===== config.mk =====
export PLATFORM = sky130hd
export DESIGN_NAME = trdb_filter_ctrl_flat
export DESIGN_NICKNAME = d
export VERILOG_FILES = /design/src/rtl/trdb_pkg.sv /design/src/rtl/trdb_filter_ctrl_if.sv /design/src/rtl/trdb_holdoff_cnt.sv /design/src/rtl/trdb_filter_ctrl.sv /design/src/flat_wrapper.sv
export SDC_FILE = /design/constraint.sdc
export NUM_CORES = 1
export LEC_CHECK = 0
export CAP_MARGIN = 20
export CORE_MARGIN = 4
export CORE_UTILIZATION = 42
export DETAILED_ROUTE_END_ITERATION = 6
export PLACE_DENSITY_LB_ADDON = 0.25
export SYNTH_ARGS = -nofsm -noshare
export SYNTH_HDL_FRONTEND = slang
export SYNTH_SLANG_ARGS = --single-unit

===== constraint.sdc =====
create_clock -name clk_i -period 3.6 [get_ports clk_i]
set_input_delay 0.54 -clock clk_i [delete_from_list [all_inputs] [get_ports clk_i]]
set_output_delay 0.54 -clock clk_i [all_outputs]
set_load 0.005 [all_outputs]

===== src/rtl/trdb_pkg.sv =====
// Shared trace-debug types: filter controller state encoding and registered pulse bundle.
// Optional statistics outputs elsewhere are enabled by TRDB_FILTER_CTRL_STATS_EN.
package trdb_pkg;

  localparam int XLEN = 32;

  typedef enum logic [2:0] {
    OFF     = 3'd0,
    ARMED   = 3'd1,
    TRACING = 3'd2,
    HOLD    = 3'd3,
    DRAIN   = 3'd4
  } filter_ctrl_state_e;

  typedef struct packed {
    logic qualified;
    logic start;
    logic stop;
  } ctrl_pulse_t;

endpackage


===== src/rtl/trdb_filter_ctrl_if.sv =====
// Filter controller bus: control regs, filter and encoder signals seen from the controller.
// TRDB_FILTER_CTRL_STATS_EN adds the window/qualified statistics outputs.
interface trdb_filter_ctrl_if #(parameter int HOLDOFF_W = 8);
  import trdb_pkg::*;

  logic                 trace_activate_i;
  logic                 trace_deactivate_i;
  logic                 iretire_i;
  logic                 nc_qualified_i;
  logic [HOLDOFF_W-1:0] holdoff_i;
  logic                 flush_ack_i;
  logic                 filter_en_o;
  logic                 qualified_o;
  logic                 start_o;
  logic                 stop_o;
  logic                 flush_req_o;
  logic [2:0]           state_o;
`ifdef TRDB_FILTER_CTRL_STATS_EN
  logic [31:0]          win_cnt_o;
  logic [XLEN-1:0]      qual_cnt_o;
`endif

  modport slave (
    input  trace_activate_i, trace_deactivate_i, iretire_i, nc_qualified_i,
           holdoff_i, flush_ack_i,
    output filter_en_o, qualified_o, start_o, stop_o, flush_req_o, state_o
`ifdef TRDB_FILTER_CTRL_STATS_EN
    , output win_cnt_o, qual_cnt_o
`endif
  );

  modport master (
    output trace_activate_i, trace_deactivate_i, iretire_i, nc_qualified_i,
           holdoff_i, flush_ack_i,
    input  filter_en_o, qualified_o, start_o, stop_o, flush_req_o, state_o
`ifdef TRDB_FILTER_CTRL_STATS_EN
    , input win_cnt_o, qual_cnt_o
`endif
  );

endinterface


===== src/rtl/trdb_holdoff_cnt.sv =====
// Retire-counted holdoff: loaded on entry to HOLD, decremented per unqualified retire, never wraps.
module trdb_holdoff_cnt #(
  parameter int W = 8
) (
  input  logic         clk_i,
  input  logic         rst_ni,
  input  logic         load_i,
  input  logic [W-1:0] load_val_i,
  input  logic         dec_i,
  output logic         last_o
);

  logic [W-1:0] cnt_q, cnt_d;

  always_comb begin
    cnt_d = cnt_q;
    if (load_i)                     cnt_d = load_val_i;
    else if (dec_i && cnt_q != '0)  cnt_d = cnt_q - W'(1);
  end

  always_ff @(posedge clk_i or negedge rst_ni) begin
    if (!rst_ni) cnt_q <= '0;
    else         cnt_q <= cnt_d;
  end

  assign last_o = dec_i && (cnt_q == W'(1));

endmodule


===== src/rtl/trdb_filter_ctrl.sv =====
// Trace window sequencer around the non-compressed filter; handshakes an encoder flush on close.
// TRDB_FILTER_CTRL_STATS_EN adds win_cnt_o / qual_cnt_o counters.
module trdb_filter_ctrl
  import trdb_pkg::*;
#(
  parameter int HOLDOFF_W = 8
) (
  input logic              clk_i,
  input logic              rst_ni,
  trdb_filter_ctrl_if.slave bus
);

  filter_ctrl_state_e state_q, state_d;
  ctrl_pulse_t        pulse_q, pulse_d;
  logic               act, ret_q, ret_nq, ho_load, ho_dec, ho_last;
`ifdef TRDB_FILTER_CTRL_STATS_EN
  logic [31:0]        win_cnt_q;
  logic [XLEN-1:0]    qual_cnt_q;
`endif

  // A dropped activate level behaves exactly like a deactivate pulse.
  assign act    = bus.trace_activate_i && !bus.trace_deactivate_i;
  assign ret_q  = bus.iretire_i && bus.nc_qualified_i;
  assign ret_nq = bus.iretire_i && !bus.nc_qualified_i;

  assign ho_load = (state_q == TRACING) && act && ret_nq && (bus.holdoff_i != '0);
  assign ho_dec  = (state_q == HOLD) && act && ret_nq;

  trdb_holdoff_cnt #(.W(HOLDOFF_W)) u_holdoff (
    .clk_i      (clk_i),
    .rst_ni     (rst_ni),
    .load_i     (ho_load),
    .load_val_i (bus.holdoff_i),
    .dec_i      (ho_dec),
    .last_o     (ho_last)
  );

  always_comb begin
    state_d = state_q;
    pulse_d = '0;
    unique case (state_q)
      OFF: if (act) state_d = ARMED;
      ARMED: begin
        if (!act) state_d = OFF;
        else if (ret_q) begin
          state_d           = TRACING;
          pulse_d.start     = 1'b1;
          pulse_d.qualified = 1'b1;
        end
      end
      TRACING: begin
        if (!act) begin
          state_d      = DRAIN;
          pulse_d.stop = 1'b1;
        end else if (ret_q) begin
          pulse_d.qualified = 1'b1;
        end else if (ret_nq) begin
          if (bus.holdoff_i == '0) begin
            state_d      = DRAIN;
            pulse_d.stop = 1'b1;
          end else begin
            state_d = HOLD;
          end
        end
      end
      HOLD: begin
        if (!act) begin
          state_d      = DRAIN;
          pulse_d.stop = 1'b1;
        end else if (ret_q) begin
          state_d           = TRACING;
          pulse_d.qualified = 1'b1;
        end else if (ho_last) begin
          state_d      = DRAIN;
          pulse_d.stop = 1'b1;
        end
      end
      // stop_q is high exactly in the DRAIN entry cycle, so it masks an early ack.
      DRAIN: if (bus.flush_ack_i && !pulse_q.stop) state_d = act ? ARMED : OFF;
      default: state_d = OFF;
    endcase
  end

  always_ff @(posedge clk_i or negedge rst_ni) begin
    if (!rst_ni) begin
      state_q    <= OFF;
      pulse_q    <= '0;
`ifdef TRDB_FILTER_CTRL_STATS_EN
      win_cnt_q  <= '0;
      qual_cnt_q <= '0;
`endif
    end else begin
      state_q <= state_d;
      pulse_q <= pulse_d;
`ifdef TRDB_FILTER_CTRL_STATS_EN
      if (state_q == OFF && state_d == ARMED) begin
        win_cnt_q  <= '0;
        qual_cnt_q <= '0;
      end else begin
        if (pulse_d.start)     win_cnt_q  <= win_cnt_q + 32'd1;
        if (pulse_d.qualified) qual_cnt_q <= qual_cnt_q + XLEN'(1);
      end
`endif
    end
  end

  assign bus.filter_en_o = (state_q == ARMED) || (state_q == TRACING) || (state_q == HOLD);
  assign bus.flush_req_o = (state_q == DRAIN);
  assign bus.qualified_o = pulse_q.qualified;
  assign bus.start_o     = pulse_q.start;
  assign bus.stop_o      = pulse_q.stop;
  assign bus.state_o     = state_q;
`ifdef TRDB_FILTER_CTRL_STATS_EN
  assign bus.win_cnt_o   = win_cnt_q;
  assign bus.qual_cnt_o  = qual_cnt_q;
`endif

endmodule


===== src/flat_wrapper.sv =====
// flat-port wrapper written by rule: the top's interface ports become plain ports
module trdb_filter_ctrl_flat import trdb_pkg::*;
#(
  parameter int HOLDOFF_W = 8
)
  (clk_i, rst_ni, bus_trace_activate_i, bus_trace_deactivate_i, bus_iretire_i, bus_nc_qualified_i, bus_holdoff_i, bus_flush_ack_i, bus_filter_en_o, bus_qualified_o, bus_start_o, bus_stop_o, bus_flush_req_o, bus_state_o);
  trdb_filter_ctrl_if #(.HOLDOFF_W(HOLDOFF_W)) bus_i ();
  input logic clk_i;
  input logic rst_ni;
  input wire logic [$bits(bus_i.trace_activate_i)-1:0] bus_trace_activate_i;
  input wire logic [$bits(bus_i.trace_deactivate_i)-1:0] bus_trace_deactivate_i;
  input wire logic [$bits(bus_i.iretire_i)-1:0] bus_iretire_i;
  input wire logic [$bits(bus_i.nc_qualified_i)-1:0] bus_nc_qualified_i;
  input wire logic [$bits(bus_i.holdoff_i)-1:0] bus_holdoff_i;
  input wire logic [$bits(bus_i.flush_ack_i)-1:0] bus_flush_ack_i;
  output wire logic [$bits(bus_i.filter_en_o)-1:0] bus_filter_en_o;
  output wire logic [$bits(bus_i.qualified_o)-1:0] bus_qualified_o;
  output wire logic [$bits(bus_i.start_o)-1:0] bus_start_o;
  output wire logic [$bits(bus_i.stop_o)-1:0] bus_stop_o;
  output wire logic [$bits(bus_i.flush_req_o)-1:0] bus_flush_req_o;
  output wire logic [$bits(bus_i.state_o)-1:0] bus_state_o;
  assign bus_i.trace_activate_i = bus_trace_activate_i;
  assign bus_i.trace_deactivate_i = bus_trace_deactivate_i;
  assign bus_i.iretire_i = bus_iretire_i;
  assign bus_i.nc_qualified_i = bus_nc_qualified_i;
  assign bus_i.holdoff_i = bus_holdoff_i;
  assign bus_i.flush_ack_i = bus_flush_ack_i;
  assign bus_filter_en_o = bus_i.filter_en_o;
  assign bus_qualified_o = bus_i.qualified_o;
  assign bus_start_o = bus_i.start_o;
  assign bus_stop_o = bus_i.stop_o;
  assign bus_flush_req_o = bus_i.flush_req_o;
  assign bus_state_o = bus_i.state_o;
  trdb_filter_ctrl #(.HOLDOFF_W(HOLDOFF_W)) u_core (.clk_i(clk_i), .rst_ni(rst_ni), .bus(bus_i));
endmodule

==> impl_results.md, run 1 <==
- Fin. Hold Viols: 0
- H-tree lvl count: 1
- Crit. End Element: register
- Row count: 16
- Vias in the first global route: just under 800
- Ys flop type: dfrtp_1
- Max-cap violation count: 0
- Post-route ant nets: 0
- Starting Density: around 45%
- GRT Residual Overflow: 0
- Post-CTS Setup Bufs: 0
- Met3 Routed Length: 127 um
- Lkg Pwr: 0.465 nW
- Netlist cell types: 40
- FFs w/ async S/R, synth: 100%
- Die Wd: 54.5 um
- # DRC: 0
- Placeable Area: ~2000 um^2
- Count of input and output buffers: 22
- Post-route clock period utilization: 62.2%
- WP data required: around 3.8 ns
- Diodes inserted: 0
- Worst hold path type: register to register
- Gate Count Post-Synth: 95
- Slew HR: between 50 and 60%
- DRT Pass-1 Iters: 4
- Tmin final: between 2 and 2.5 ns
- Layout area overhead: 30.1%
- Syn_nets: ~110
- Detailed Place HPWL: roughly 1.6 mm
- Status: finished clean
- I/O pin cnt: 23
- Sum of negative setup slack: 0 ns
- Final #Nets: approximately 140
- Metal-1 WL: roughly 1 mm
- CP Launch Type: primary input
- Vias: slightly above 800
- Worst-case clock skew: 0.00340 ns
- Via density per instance: 5.55
- Die Area: between 2000 and 3000 um^2
- CTS clk-pin slew, worst paths: approximately 0.09 ns
- Worst VDD drop: ~0.34 mV
- Largest net degree at the start of global routing: 15
- Clock buffer depth: 2
- Insertion delay to the later sink of the worst-skew pair: roughly 0.28 ns
- GPL Wtd Cong: around 0.84
- Seq/Total Area, Yosys: around 39%
- Total GRT Usage: between 15 and 20%
- Cts hold-fix bufs: 0
- Critical-path maximum fanout: 5
- Initial drt markers: 22
- Synth Cell Area: approximately 900 um^2
- Detailed Route WL: just over 2 mm
- CTS tree: done
- Sink Count: 14
- Least-Margin Pin Slew: 0.684 ns
- CTS root buffer: clkbuf_4
- Die H: approximately 55 um
- Total power: 0.717 mW
- Met2 WL: 903 um
- Post-synth EDFFs: 0
- Synth Area per Inst: between 9 and 10 um^2
- DR top layer: met4
- Initial antenna violation count: 0
- Worst EP arrival: between 2 and 2.5 ns
- Ys Warns: 0
- Drt wl/cell: 14.1 um
- Layout cell share with drive strength beyond 1: 8.40%
- Post-synthesis sequential element count: 14
- R2R Setup Slk: 1.44 ns
- Fin. max-slew vios: 0
- Fmax achieved: roughly 450 MHz
- RSZ-0062 raised after global routing: no
- First-pass GRT wire length: 3.47 mm
- Final setup fails: 0
- P per Cell Area: around 610 nW/um^2
- Inserted Clock Buffers: 3
- # resized after CTS: 0
- Type of the worst setup path: primary input to register
## per-layer routing
metal  vias up  global-route usage [%]
met3         2                    5.72
met5         -                       0
met4         0                    4.98
met1       371                    21.5
li1        412                       -
met2        25                    26.3
## flip-flops by register name, indices dropped and copies added, names as in the netlist
register and cells:
u_core.bus.stop_o 1, u_core.bus.qualified_o 1, u_core.bus.state_o 3, u_core.bus.start_o 1
u_core.u_holdoff.cnt_q 8
## critical path: stages
cell and delay (ns):
clkdlybuf4s50_1 0.42, nand4bb_1 0.29, a2111oi_2 0.55, nand3_1 0.17, xnor2_1 0.15, mux2_1 0.29
## power by group
group / switching (mW) / total, mW / internal [mW]
Combinational: 0.146 / 0.319 / 0.173
Clock: 0.0528 / 0.114 / 0.0615
Sequential: 0.0765 / 0.284 / 0.208
Total: 0.275 / 0.717 / 0.442
## per-stage QoR
stage | setup WS [ns] | std cells | util, % | hold slack [ns] | instance area [um^2]
after floorplan | 1.59 | 95 | - | 0.244 | 910
after global placement | 1.09 | 142 | 57.3 | 0.537 | 1150
after detailed placement | 1.05 | 142 | 57.3 | 0.540 | 1150
after CTS | 1.35 | 146 | 59.1 | 0.552 | 1180
after global routing | 1.21 | 146 | 59.1 | 0.564 | 1180
final | 1.36 | 146 | 59.1 | 0.560 | 1180
## cell families (layout without fill, tap and decap cells)
| logic type | count (synthesis) | count (layout) | share of synthesized area, % |
|---|---|---|---|
| DFF | 14 | 14 | 38.5 |
| AOI/OAI and AO/OA | 23 | 23 | 21.6 |
| muxes | 3 | 3 | 3.71 |
| xor gates and xnor gates | 2 | 2 | 1.93 |
| and+or+nand+nor | 45 | 45 | 28.1 |
| buffers and inverters | 6 | 30 | 3.44 |
| adders and majority gates | 2 | 2 | 2.75 |
## cells in the mapped netlist (all sizes together) (2+ instances only)
cell type / n / area, um^2
a2111oi: 2 / 42.5
a21o: 2 / 15.0
a21oi: 5 / 25.0
a221o: 2 / 20.0
and2: 3 / 18.8
buf: 2 / 16.3
dfrtp: 14 / 350
ha: 2 / 25.0
inv: 4 / 15.0
mux2: 3 / 33.8
nand2: 8 / 30.0
nand2b: 3 / 18.8
nand3: 6 / 30.0
nor2: 8 / 32.5
nor3: 3 / 15.0
nor3b: 2 / 15.0
nor4: 4 / 31.3
o211ai: 2 / 15.0
o21ai: 2 / 10.0
o311ai: 2 / 17.5
or4: 2 / 15.0
xnor2: 2 / 17.5
## area by class of cell
| type | instances | area (um^2) |
|---|---|---|
| Sequential cell | 14 | 350 |
| Multi-Input combinational cell | 75 | 528 |
| Clock buffer | 4 | 36.3 |
| Fill cell | 181 | 818 |
| Inverter | 4 | 15.0 |
| Tap cell | 27 | 33.8 |
| Timing Repair Buffer | 22 | 220 |
## path summary, 6_finish.rpt
check	start	endpoint	cells past startpoint
setup / recovery	bus_trace_deactivate_i	u_core.u_holdoff.cnt_q[5]	6
hold / removal	u_core.u_holdoff.cnt_q[6]	u_core.u_holdoff.cnt_q[6]	1
setup reg to reg	u_core.u_holdoff.cnt_q[0]	u_core.u_holdoff.cnt_q[5]	7
hold reg to reg	u_core.u_holdoff.cnt_q[6]	u_core.u_holdoff.cnt_q[6]	1
max in group asynchronous	rst_ni	u_core.bus.state_o[0]	1
min in group asynchronous	rst_ni	u_core.u_holdoff.cnt_q[6]	1
## placed cells by master (no fill, tap or decap), types with 2 or more instances in the layout
| cell | count |
|---|---|
| clkdlybuf4s50_1 | 22 |
| dfrtp_1 | 14 |
| nand2_1 | 8 |
| nor2_1 | 7 |
| nand3_1 | 6 |
| a21oi_1 | 5 |
| inv_1 | 3 |
| and2_1 | 3 |
| nand2b_1 | 3 |
| nor4_1 | 3 |
| nor3_1 | 3 |
| mux2_1 | 3 |
| clkbuf_4 | 3 |
| nor3b_1 | 2 |
| xnor2_1 | 2 |
| or4_1 | 2 |
| o211ai_1 | 2 |
| a21o_1 | 2 |
| o21ai_1 | 2 |
| a221o_1 | 2 |
| ha_1 | 2 |
Note: power is estimated with default switching activity, not from simulation.
==> run 2: changes to the inputs <==
- clock period: 3.6 -> 2 ns (I/O delays scaled with it)
==> run 2 against run 1 <==
Net effect:
- critical path depth is 2 lower
- combinational power grew to 2.7 times the previous value
- power is 110% higher
- first-iteration DRC count is 9.1% lower
- register-to-register slack worse by 1.3 ns
- non-clock buffer count is 24 higher
- via count is 16% higher
- design area is 18% higher
==> impl_results.md, run 2 (synthesis results as in run 1) <==
- Status: finished clean
- Largest register by flop count: u_core.u_holdoff.cnt_q
- I/O pin cnt: 23 (unchanged)
- Worst EP arrival: 1.62 ns (-0.79 ns)
- Worst VDD drop: 0.655 mV (+90%)
- Fin. Hold Viols: 0 (unchanged)
- Final #Nets: 161 (+18%)
- Slew HR: 58.4% (+4.5 points)
- Starting Density: 45.4% (unchanged)
- CP max stage cell: clkdlybuf4s50_1
- Die Wd: 54.5 um (unchanged)
- Final non-filler cell total: 169 (+16%)
- # DRC: 0 (unchanged)
- Max FFs per register: 8 (unchanged)
- Top delay family on crit path: buffers and inverters
- Detailed Place HPWL: 1.85 mm (+14%)
- Clock buffer depth: 2 (unchanged)
- CTS tree: done
- GPL Wtd Cong: 0.879 (+4.0%)
- Row count: 16 (unchanged)
- Die H: 54.5 um (unchanged)
- Layout area overhead: 53.9%
- Crit-path max cell delay: 0.50 ns (-0.05 ns)
- Least-Margin Pin Slew: 0.622 ns (-0.0625 ns)
- Post-route clock period utilization: 95.8%
- Crit. End Element: primary output
- CP bufs+invs: 2 (+1)
- FF+latch area: 353 um^2 (+0.71%)
- Diodes inserted: 0 (unchanged)
- Total GRT Usage: 17.1% (+0.34 points)
- Vias in the first global route: 876 (+12%)
- DRT Pass-1 Iters: 4 (unchanged)
- Insertion delay to the later sink of the worst-skew pair: 0.28 ns (about the same)
- P per Cell Area: 1080 nW/um^2 (+78%)
- GRT Residual Overflow: 0 (unchanged)
- Max-cap violation count: 0 (unchanged)
- Layout cell share with drive strength beyond 1: 28.9% (+20 points)
- Sink Count: 14 (unchanged)
- Cts hold-fix bufs: 0 (unchanged)
- Initial antenna violation count: 0 (unchanged)
- Via density per instance: 5.57 (+0.47%)
- Multi-input logic area: 576 um^2 (+9.0%)
- Type of the worst setup path: register to primary output
- Post-route ant nets: 0 (unchanged)
- Lkg Pwr: 0.585 nW (+26%)
- Tmin final: around 1.9 ns
- Placed Cells: 164 (+15%)
- Inserted Clock Buffers: 3 (unchanged)
- Count of input and output buffers: 22 (unchanged)
- CP Launch Type: register
- Sum of negative setup slack: 0 ns (unchanged)
- Detailed Route WL: 2.43 mm (+19%)
- Die Area: 2970 um^2 (unchanged)
- Post-DP Area: 1310 um^2 (+14%)
- Total power: 1.51 mW (+110%)
- Fin. max-slew vios: 0 (unchanged)
- Worst hold path type: primary input to async pin
- Critical-path maximum fanout: 7 (+2)
- Finished Cell Area: 1400 um^2 (+18%)
- Drt wl/cell: 14.4 um (+2.4%)
- H-tree lvl count: 1 (unchanged)
- CTS root buffer: clkbuf_4
- First-pass GRT wire length: 3.67 mm (+5.8%)
- Final setup fails: 0 (unchanged)
- CP cell instances: buf_4 -> nor2_2 -> and2_1 -> clkdlybuf4s50_1
- Worst-case clock skew: 0.00294 ns (-0.000461 ns)
- Most frequent cells in the layout: buf_4, clkdlybuf4s50_1, dfrtp_1, nand2_1
- Filler instances: 169 (-6.6%)
- Vias: 942 (+16%)
- Largest net degree at the start of global routing: 15 (unchanged)
- WP data required: 1.70 ns (-2.07 ns)
- CTS clk-pin slew, worst paths: 0.09 ns (about the same)
- Commonest non-fill, non-tap cell in the layout: buf_4
- Initial drt markers: 20 (-9.1%)
- Fmax achieved: 522 MHz
- Placeable Area: 2000 um^2 (unchanged)
[run 2: cell type report]
| type | instances | area share (%) |
|---|---|---|
| flip-flops and latches | 14 | 25.2 |
| repair buffers | 46 | 28.6 |
| multi-input cells | 75 | 41.1 |
| inverters | 4 | 1.07 |
| clock buffers | 3 | 1.61 |
| well taps | 27 | 2.41 |
[run 2: final timing paths]
kind	startpoint	slack, ns	to	depth (start not counted)
max in group asynchronous	rst_ni	1.16	u_core.bus.state_o[0]	1
max	u_core.bus.state_o[1]	0.08	bus_flush_req_o	4
min in group clk_i	u_core.u_holdoff.cnt_q[6]	0.55	u_core.u_holdoff.cnt_q[6]	1
min	rst_ni	0.41	u_core.u_holdoff.cnt_q[7]	1
max reg2reg	u_core.u_holdoff.cnt_q[1]	0.12	u_core.u_holdoff.cnt_q[1]	7
min reg2reg	u_core.u_holdoff.cnt_q[6]	0.55	u_core.u_holdoff.cnt_q[6]	1
[run 2: metal layers]
| layer | vias to the layer above | wire length, um | track usage, % |
|---|---|---|---|
| met5 | - | 0 | 0 |
| met4 | 0 | 12 | 5.39 |
| met3 | 2 | 120 | 3.27 |
| met2 | 26 | 1130 | 26.3 |
| met1 | 452 | 1170 | 23.8 |
| li1 | 462 | - | - |
[run 2: report_power, final]
group	internal, mW	leakage, nW	switching (mW)	total, mW
Sequential	0.377	0.187	0.111	0.488
Clock	0.0697	0.0138	0.0914	0.161
Combinational	0.478	0.385	0.381	0.859
[run 2: worst register-to-register path, delay by kind of cell (launching register included)]
family,cells,cell delay (ns)
simple gates,2,0.21
flops,1,0.40
buf+inv,2,0.26
compound gates,2,0.74
fa+ha+maj,1,0.16
[run 2: metrics by stage]
step / utilization (%) / hold slack (ns) / worst slack (ns)
after floorplan: - / 0.00441 / 0.0441
after global placement: 65.6 / 0.525 / -0.100
after detailed placement: 65.6 / 0.536 / -0.146
after CTS: 67.1 / 0.431 / 0.0325
after global routing: 69.9 / 0.466 / -0.00136
final: 69.9 / 0.405 / 0.0842
[run 2: repair_timing]
action | CTS | global route
resized for setup | 0 | 11
pin swaps | 0 | 5
endpoints found under the setup margin | 1 | 7
buffers inserted | 1 | 1
